<file path="config.mk">
export PLATFORM = sky130hd
export DESIGN_NAME = sha256_stream_core
export DESIGN_NICKNAME = d
export VERILOG_FILES = /design/src/rtl/sha256_pkg.sv /design/src/rtl/sha256_round.sv /design/src/rtl/sha256_stream_core.sv
export SDC_FILE = /design/constraint.sdc
export NUM_CORES = 2
export LEC_CHECK = 0
export CAP_MARGIN = 10
export CELL_PAD_IN_SITES_DETAIL_PLACEMENT = 1
export CELL_PAD_IN_SITES_GLOBAL_PLACEMENT = 2
export CORE_ASPECT_RATIO = 1.5
export CORE_MARGIN = 1
export CORE_UTILIZATION = 40
export DETAILED_ROUTE_END_ITERATION = 6
export PLACE_DENSITY_LB_ADDON = 0.25
export SETUP_SLACK_MARGIN = 0.1
export SYNTH_ARGS = -nofsm -noshare
export SYNTH_HDL_FRONTEND = slang
export SYNTH_SLANG_ARGS = --single-unit
export TNS_END_PERCENT = 30
</file>
<file path="constraint.sdc">
create_clock -name clk -period 39.1 [get_ports clk]
set_input_delay 3.91 -clock clk [delete_from_list [all_inputs] [get_ports clk]]
set_output_delay 3.91 -clock clk [all_outputs]
set_load 0.02 [all_outputs]
</file>
<file path="src/rtl/sha256_pkg.sv">
// Shared SHA-256 constants, FSM state type and the bitwise round helpers
// used by the streaming core and its compression-round sub-module.
package sha256_pkg;

  typedef enum logic [1:0] {
    IDLE,
    ROUND,
    FINAL,
    DONE
  } state_t;

  localparam logic [255:0] IV = {
    32'h6a09e667, 32'hbb67ae85, 32'h3c6ef372, 32'ha54ff53a,
    32'h510e527f, 32'h9b05688c, 32'h1f83d9ab, 32'h5be0cd19
  };

  localparam logic [0:63][31:0] K = {
    32'h428a2f98, 32'h71374491, 32'hb5c0fbcf, 32'he9b5dba5, 32'h3956c25b, 32'h59f111f1, 32'h923f82a4, 32'hab1c5ed5,
    32'hd807aa98, 32'h12835b01, 32'h243185be, 32'h550c7dc3, 32'h72be5d74, 32'h80deb1fe, 32'h9bdc06a7, 32'hc19bf174,
    32'he49b69c1, 32'hefbe4786, 32'h0fc19dc6, 32'h240ca1cc, 32'h2de92c6f, 32'h4a7484aa, 32'h5cb0a9dc, 32'h76f988da,
    32'h983e5152, 32'ha831c66d, 32'hb00327c8, 32'hbf597fc7, 32'hc6e00bf3, 32'hd5a79147, 32'h06ca6351, 32'h14292967,
    32'h27b70a85, 32'h2e1b2138, 32'h4d2c6dfc, 32'h53380d13, 32'h650a7354, 32'h766a0abb, 32'h81c2c92e, 32'h92722c85,
    32'ha2bfe8a1, 32'ha81a664b, 32'hc24b8b70, 32'hc76c51a3, 32'hd192e819, 32'hd6990624, 32'hf40e3585, 32'h106aa070,
    32'h19a4c116, 32'h1e376c08, 32'h2748774c, 32'h34b0bcb5, 32'h391c0cb3, 32'h4ed8aa4a, 32'h5b9cca4f, 32'h682e6ff3,
    32'h748f82ee, 32'h78a5636f, 32'h84c87814, 32'h8cc70208, 32'h90befffa, 32'ha4506ceb, 32'hbef9a3f7, 32'hc67178f2
  };

  function automatic logic [31:0] rotr(input logic [31:0] x, input int unsigned n);
    return (x >> n) | (x << (32 - n));
  endfunction

  function automatic logic [31:0] ch(input logic [31:0] x, input logic [31:0] y, input logic [31:0] z);
    return (x & y) ^ (~x & z);
  endfunction

  function automatic logic [31:0] maj(input logic [31:0] x, input logic [31:0] y, input logic [31:0] z);
    return (x & y) ^ (x & z) ^ (y & z);
  endfunction

  function automatic logic [31:0] ep0(input logic [31:0] x);
    return rotr(x, 2) ^ rotr(x, 13) ^ rotr(x, 22);
  endfunction

  function automatic logic [31:0] ep1(input logic [31:0] x);
    return rotr(x, 6) ^ rotr(x, 11) ^ rotr(x, 25);
  endfunction

  function automatic logic [31:0] sig0(input logic [31:0] x);
    return rotr(x, 7) ^ rotr(x, 18) ^ (x >> 3);
  endfunction

  function automatic logic [31:0] sig1(input logic [31:0] x);
    return rotr(x, 17) ^ rotr(x, 19) ^ (x >> 10);
  endfunction

endpackage

</file>
<file path="src/rtl/sha256_round.sv">
// One combinational SHA-256 compression round; a..h packed with a in [255:224].
module sha256_round
  import sha256_pkg::*;
(
  input  logic [255:0] i_vars,
  input  logic [31:0]  i_k,
  input  logic [31:0]  i_w,
  output logic [255:0] o_vars
);

  logic [31:0] w_a, w_b, w_c, w_d, w_e, w_f, w_g, w_h;
  logic [31:0] w_t1, w_t2;

  assign {w_a, w_b, w_c, w_d, w_e, w_f, w_g, w_h} = i_vars;

  assign w_t1   = w_h + ep1(w_e) + ch(w_e, w_f, w_g) + i_k + i_w;
  assign w_t2   = ep0(w_a) + maj(w_a, w_b, w_c);
  assign o_vars = {w_t1 + w_t2, w_a, w_b, w_c, w_d + w_t1, w_e, w_f, w_g};

endmodule

</file>
<file path="src/rtl/sha256_stream_core.sv">
// Streaming SHA-256 block engine: accepts one padded 512-bit block, runs RPC
// rounds per clock over a 16-word message window, then folds into H.
module sha256_stream_core
  import sha256_pkg::*;
#(
  parameter int RPC      = 1,
  parameter bit OUT_HOLD = 1'b1
) (
  input  logic         clk,
  input  logic         reset,
  input  logic         in_valid,
  output logic         in_ready,
  input  logic         in_first,
  input  logic [511:0] data_in,
  output logic         out_valid,
  input  logic         out_ready,
  output logic [255:0] data_out,
  output logic         busy
);

  localparam logic [5:0] LAST_T = 6'(64 - RPC);

  state_t        r_state, w_state_nxt;
  logic [5:0]    r_t;
  logic          r_first;
  logic [255:0]  r_h;
  logic [255:0]  r_vars;
  logic [31:0]   r_w [16];
  logic [31:0]   w_ext [16 + RPC];
  logic [255:0]  w_base;
  logic          w_accept;

  always_ff @(posedge clk) begin
    // NOTE: state registers use non-blocking assignments so every flop samples pre-edge values.
    if (reset) r_state <= IDLE;
    else       r_state <= w_state_nxt;
  end

  always_comb begin
    // NOTE: every output gets a default first so no path leaves a latch behind.
    w_state_nxt = r_state;
    in_ready    = 1'b0;
    out_valid   = 1'b0;
    busy        = 1'b1;
    data_out    = OUT_HOLD ? r_h : '0;
    unique case (r_state)
      IDLE: begin
        in_ready = 1'b1;
        busy     = 1'b0;
        if (in_valid) w_state_nxt = ROUND;
      end
      ROUND:   if (r_t == LAST_T) w_state_nxt = FINAL;
      FINAL:   w_state_nxt = DONE;
      DONE: begin
        out_valid = 1'b1;
        data_out  = r_h;
        if (out_ready) w_state_nxt = IDLE;
      end
      default: w_state_nxt = IDLE;
    endcase
  end

  assign w_accept = in_valid && in_ready;
  assign w_base   = r_first ? IV : r_h;

  // Window holds W[t..t+15]; extend it by RPC words to feed this cycle and refill.
  always_comb begin
    for (int i = 0; i < 16; i++) w_ext[i] = r_w[i];
    for (int i = 16; i < 16 + RPC; i++)
      w_ext[i] = sig1(w_ext[i-2]) + w_ext[i-7] + sig0(w_ext[i-15]) + w_ext[i-16];
  end

  for (genvar j = 0; j < RPC; j++) begin : g_round
    logic [255:0] w_in, w_out;
    if (j == 0) begin : g_head
      assign w_in = r_vars;
    end else begin : g_link
      assign w_in = g_round[j-1].w_out;
    end
    sha256_round u_round (
      .i_vars (w_in),
      .i_k    (K[r_t + 6'(j)]),
      .i_w    (w_ext[j]),
      .o_vars (w_out)
    );
  end

  always_ff @(posedge clk) begin
    if (reset) begin
      r_t     <= '0;
      r_first <= 1'b0;
      r_h     <= IV;
    end else begin
      if (w_accept) begin
        r_t     <= '0;
        r_first <= in_first;
      end else if (r_state == ROUND) begin
        r_t <= r_t + 6'(RPC);
      end
      if (r_state == FINAL)
        for (int i = 0; i < 8; i++)
          r_h[255-32*i -: 32] <= w_base[255-32*i -: 32] + r_vars[255-32*i -: 32];
    end
  end

  // NOTE: the working variables and message window are fully reloaded on accept, so they carry no reset.
  always_ff @(posedge clk) begin
    if (w_accept) begin
      r_vars <= in_first ? IV : r_h;
      for (int i = 0; i < 16; i++) r_w[i] <= data_in[511-32*i -: 32];
    end else if (r_state == ROUND) begin
      r_vars <= g_round[RPC-1].w_out;
      for (int i = 0; i < 16; i++) r_w[i] <= w_ext[i+RPC];
    end
  end

endmodule

</file>
Yosys cells after proc, flatten, opt, wreduce, memory -nomap -nowiden
Memories as Yosys holds them, arrays and structs flattened.
Cells that the tools add are included.
W data, S select, Z words.
Cells by class
  order comparisons: 1
  reductions and logical operators: 5
  equality and inequality tests: 7
  multiplexer cells: 34
  $add $sub $neg: 19
  bitwise logic cells: 44
Operators with widths (count)
  $mux W256: 4
  $add A32 B32 Y32: 18
  $mux W32: 18
  $xor A32 B32 Y32: 9
  $and A32 B32 Y32: 5
  $not A32 Y32: 1
  $or A10 B32 Y32: 1
  $or A13 B32 Y32: 1
  $or A14 B32 Y32: 1
  $or A15 B32 Y32: 1
  $or A19 B32 Y32: 1
  $or A21 B32 Y32: 1
  $or A25 B32 Y32: 1
  $or A26 B32 Y32: 1
  $or A30 B32 Y32: 1
  $or A7 B32 Y32: 1
  $xor A32 B22 Y32: 1
  $xor A32 B29 Y32: 1
  $or A1 B1 Y1: 16
  $mux W1: 8
  $pmux W2 S4: 1
  $ge A7 B7 Y1 const B: 1
  $not A6 Y7: 1
  $add A6 B1 Y6 const B: 1
  other kinds (10): 15
Word-level totals
  output and inout port bits: 259
  memories kept: 2
  RAM bits: 512
  ROM bits: 2048
  input bits: 517
  logic and storage cells: 117
  register bits after elaboration: 521
Memory list
  (name not given): depth 64, bits a word 32, rd ports 1, clocked after Yosys merged registers in 0, write ports 0, line sha256_stream_core.sv:82  | .i_k (K[r_t + 6'(j)]),
  r_w: depth 16, bits a word 32, rd ports 16, clocked after Yosys merged registers in 0, write ports 16, line sha256_stream_core.sv:28  | logic [31:0] r_w [16];

Logic depth before layout (Yosys ltp)
  word-level depth: 10
  gate-level depth with buffers: 40
  gate-level depth less buffers: 38

Hierarchy
From an unflattened synthesis, not the netlist that was laid out.
Second synthesis, totals
  cell total of the unflattened synthesis: 7770
  area total of the unflattened synthesis: 73260.3 µm²
Modules (own cells, without submodules)
  sha256_stream_core: cells an instance 6469, instances 1, sequential area each 28367.2 µm², area an instance 62404.9 µm²
  sha256_round: cells an instance 1301, instances 1, sequential area each 0.0 µm², area an instance 10855.4 µm²

Worst setup path before layout
Ideal clock, no wire load.
  path type: in2reg
  start: in in_valid
  end: reg r_vars[0] (netlist: g_round[0].w_in[0]) (enable)
  arrival: 21.776 ns
  cell stages on the path: 4
  path buffers: 2
  setup time: 1.281 ns
  slack: 16.043 ns
  data required time: 37.819 ns
  path through: nand2_1 > clkbuf_1 > buf_1 > nand2b_1
On the way
  word-level cells in the longest chain between the ends: 2
Ends and longest elaborated chain
  start, declared: line sha256_stream_core.sv:11  | input logic in_valid,
  $logic_and A1 B1 Y1: line sha256_stream_core.sv:63  | assign w_accept = in_valid && in_ready;
  $reduce_bool A2 Y1 (no source line)
  end signal, assigned: line sha256_stream_core.sv:109  | r_vars <= in_first ? IV : r_h;
  end signal, assigned: line sha256_stream_core.sv:112  | r_vars <= g_round[RPC-1].w_out;
  end, declared: line sha256_stream_core.sv:27  | logic [255:0] r_vars;
No other way between the ends.
A chain may end at the register's enable or synchronous reset.

Worst setup path in the final report
  start: reg r_t[0]
  end: reg r_vars[255] (netlist: g_round[0].w_in[255]), data pin
On the way
  word-level cells in the longest chain between the ends: 9
Ends and longest elaborated chain
  start, declared: line sha256_stream_core.sv:24  | logic [5:0] r_t;
  start signal, assigned: line sha256_stream_core.sv:98  | r_t <= r_t + 6'(RPC);
  $not A6 Y7 (not written as such): line sha256_stream_core.sv:82
  $mem_v2 Z64 W32
  $mux W32 (not written as such) (2 in a row): line sha256_stream_core.sv:82
  $add A32 B32 Y32 (2 in a row): line sha256_round.sv:16  | assign w_t1 = w_h + ep1(w_e) + ch(w_e, w_f, w_g) + i_k + i_w;
  $add A32 B32 Y32: line sha256_round.sv:18  | assign o_vars = {w_t1 + w_t2, w_a, w_b, w_c, w_d + w_t1, w_e, w_f, w_g};
  $mux W256: line sha256_stream_core.sv:111  | end else if (r_state == ROUND) begin
  $mux W256: line sha256_stream_core.sv:108  | if (w_accept) begin
No other way between the ends. The select of a mux whose other input is x is not followed.

==> results.md <==
* Outcome: finished clean
* Post-CTS Hold Buffers at 0
* Critical Path Max Stage Delay at 0.56 ns
* Drt first-iter violations at 4236
* Placed cell count at 10187
* Slew margin rel. at 6.96%
* GRT overflow at 0
* Sequential area share after synthesis at 39.9%
* Area growth, synth to finish at 19.1%
* Seq cells post-synth at 1033
* Core area at 177000 sq um
* First-pass GRT wire length at 451 mm
* Post-synth cell types at 87
* Die W at 346 um
* Unrepaired setup endpoints after global routing: false
* Vias at 59872
* Std-Cell Rows at 189
* Final setup viols at 0
* Yosys warns at 0
* CTS tree: built
* Layout cell share with drive strength beyond 1 at 9.45%
* RePlAce Congestion at 0.995
* Hpwl dp at 250 mm
* Synth async-reset ratio at 0%
* Post-CTS Setup Bufs at 0
* Die H at 518 um
* Type of the worst setup path: flip-flop to flip-flop
* Prevailing post-synth register cell: edfxtp_1
* Tcrit/Tclk final at 23.7%
* Worst-Skew Late Latency at 0.79 ns
* Clock Skews at 0.0437 ns
* EDFF count, synth at 768
* Hold wc startpoint: data_out[87]$_SDFFE_PP0P_
* Max frequency at 0.108 GHz
* Critical R2R Launch: r_t[0]$_SDFFE_PP0P_
* Crit start category: flip-flop
* CP Data Required Time at 39.58 ns
* Drt wl/cell at 30.6 um
* Synth Instances at 7447
* Vias in the first global route at 62340
* Syn Area/Cell at 9.54 sq um
* Final min period at 9.28 ns
* Antenna Nets Post-Route at 0
* Hold Path Class: flip-flop to flip-flop
* Clock buffer count from CTS at 113
* Initial Util at 40.2%
* Largest net degree at the start of global routing at 192
* Root Buffer: clkbuf_16
* Post-Route WL at 319 mm
* Critical-path top delay cell: ha_1
* CP most frequent cell: inv_1
* Clock Sinks at 1033
* Crit. End Element: flip-flop
* Data arrival, critical path at 9.76 ns
* Initial antenna violation count at 46
* Clock slew at reported path FFs at 0.06 ns
* Die area at 179000 sq um
* PortBufs at 775
* CTS resizes at 0
* Fillers at 19749
* Max Fanout on Critical Path at 30
* Worst-margin pin slew at 1.38 ns
* Fin. max-slew vios at 0
* Via-per-instance ratio at 5.74
* Max cap viols at 0
* Final hold vios at 0
* Final Instance Area at 84700 sq um
* Beginning of the critical path: r_t[0]$_SDFFE_PP0P_
* DP Area at 80900 sq um
* Fin Setup TNS at 0 ns
* All-Layer GR Usage at 34.8%
* Fin cells at 10424
* Flop2flop setup slack at 29.82 ns
* Clock H-tree levels at 3
* Final #Nets at 9123
* Drt first pass iters at 6
* DRC violations left at 0
* Mapped Area at 71100 sq um
* Clock Path Buffers at 3
* Synth Net Count at 8560
* Top Ports at 776
==> final cells by class <==
type	count	area (sq um)	share of cell area, %
Tap cell	2292	2870	3.39
Antenna cell	29	72.6	0.0857
Multi-Input combinational cell	5608	39700	46.9
Timing Repair Buffer	852	8390	9.92
Sequential cell	1033	28400	33.5
Clock buffer	149	3050	3.60
Clock inverter	59	639	0.755
Inverter	402	1520	1.79
==> registers in the layout, indices dropped and copies added, names as in the netlist <==
name,cells
r_first,1
g_round.w_in,256
r_state,2
r_w,512
r_t,6
data_out,256
==> worst paths after layout <==
kind,depth (start not counted),endpoint
worst max-delay path,38,g_round[0].w_in[255]$_DFFE_PP_
worst min-delay path,2,data_out[87]$_SDFFE_PP0P_
worst max register to register,38,g_round[0].w_in[255]$_DFFE_PP_
worst min register to register,2,data_out[87]$_SDFFE_PP0P_
==> placed cells by master (no fill, tap or decap), drive strengths merged, types with 104 or more instances in the layout <==
cell type	netlist	routed
edfxtp	768	768
inv	400	410
xor2	191	191
a21oi	462	462
clkdlybuf4s50	0	773
or2	141	141
nor2	389	389
nor3	104	104
fa	197	197
xnor2	381	381
dfxtp	265	265
nor2b	156	156
mux2i	109	109
ha	399	399
o21ai	575	575
clkbuf	356	149
nand2	1175	1175
a21o	184	184
mux2	336	336
==> through the flow <==
step | setup WS [ns] | hold WS (ns) | utilization [%]
final | 29.82 | 0.512 | 47.9
after global routing | 29.31 | 0.543 | 47.9
after CTS | 29.85 | 0.520 | 47.9
after detailed placement | 29.91 | 0.501 | 45.8
after global placement | 29.92 | 0.493 | 45.8
after floorplan | 16.04 | 0.491 | -
==> synth_stat cells, drive strengths merged, types with 9 or more instances <==
master	number	area [sq um]
a2111oi	12	138
a211o	41	359
a211oi	52	410
a21boi	15	113
a21o	184	1380
a21oi	462	2310
a221o	9	90.1
a221oi	11	96.3
a311oi	10	87.6
a31o	13	114
a31oi	40	250
a41oi	9	86.3
and2	17	106
and3	48	300
buf	48	181
clkbuf	356	1340
dfxtp	265	5310
edfxtp	768	23100
fa	197	3940
ha	399	4990
inv	400	1500
mux2	336	3780
mux2i	109	1090
nand2	1175	4410
nand2b	61	382
nand3	93	465
nand3b	10	75.1
nand4	23	144
nor2	389	1460
nor2b	156	976
nor3	104	521
nor3b	10	80.1
o211ai	38	285
o21a	56	420
o21ai	575	2880
o21bai	57	428
o221ai	9	78.8
o311ai	13	114
o31ai	30	230
or2	141	882
or3	21	131
xnor2	381	3340
xor2	191	1670
==> worst max-delay path, delay by kind of cell (launching register included) <==
kind            cells  cell delay, ns
xor+xnor            3            0.54
fa+ha+maj           6            2.31
simple gates        7            1.06
compound gates     15            3.40
buf+inv             7            1.34
flops               1            0.31
==> metal layers <==
| metal | wire [um] | track usage (%) | vias to the layer above | part of all wire [%] |
|---|---|---|---|---|
| li1 | - | - | 27169 | - |
| met1 | 115000 | 38.0 | 30062 | 36 |
| met2 | 161000 | 61.9 | 1995 | 50 |
| met3 | 19500 | 6.74 | 612 | 6.1 |
| met4 | 22700 | 21.5 | 34 | 7.1 |
| met5 | 233 | 0 | - | 0.073 |
==> cell families after synthesis <==
| family | share of synthesized area, % |
|---|---|
| AOI/OAI and AO/OA | 14.9 |
| xor gates and xnor gates | 7.05 |
| adders and majority gates | 12.6 |
| buffers and inverters | 4.26 |
| DFF | 39.9 |
| muxes | 7.02 |
| and+or+nand+nor | 14.3 |
Power is left out: the tool's default activity adds up to more than one toggle a clock period on the data nets, which glitch-free logic cannot reach.
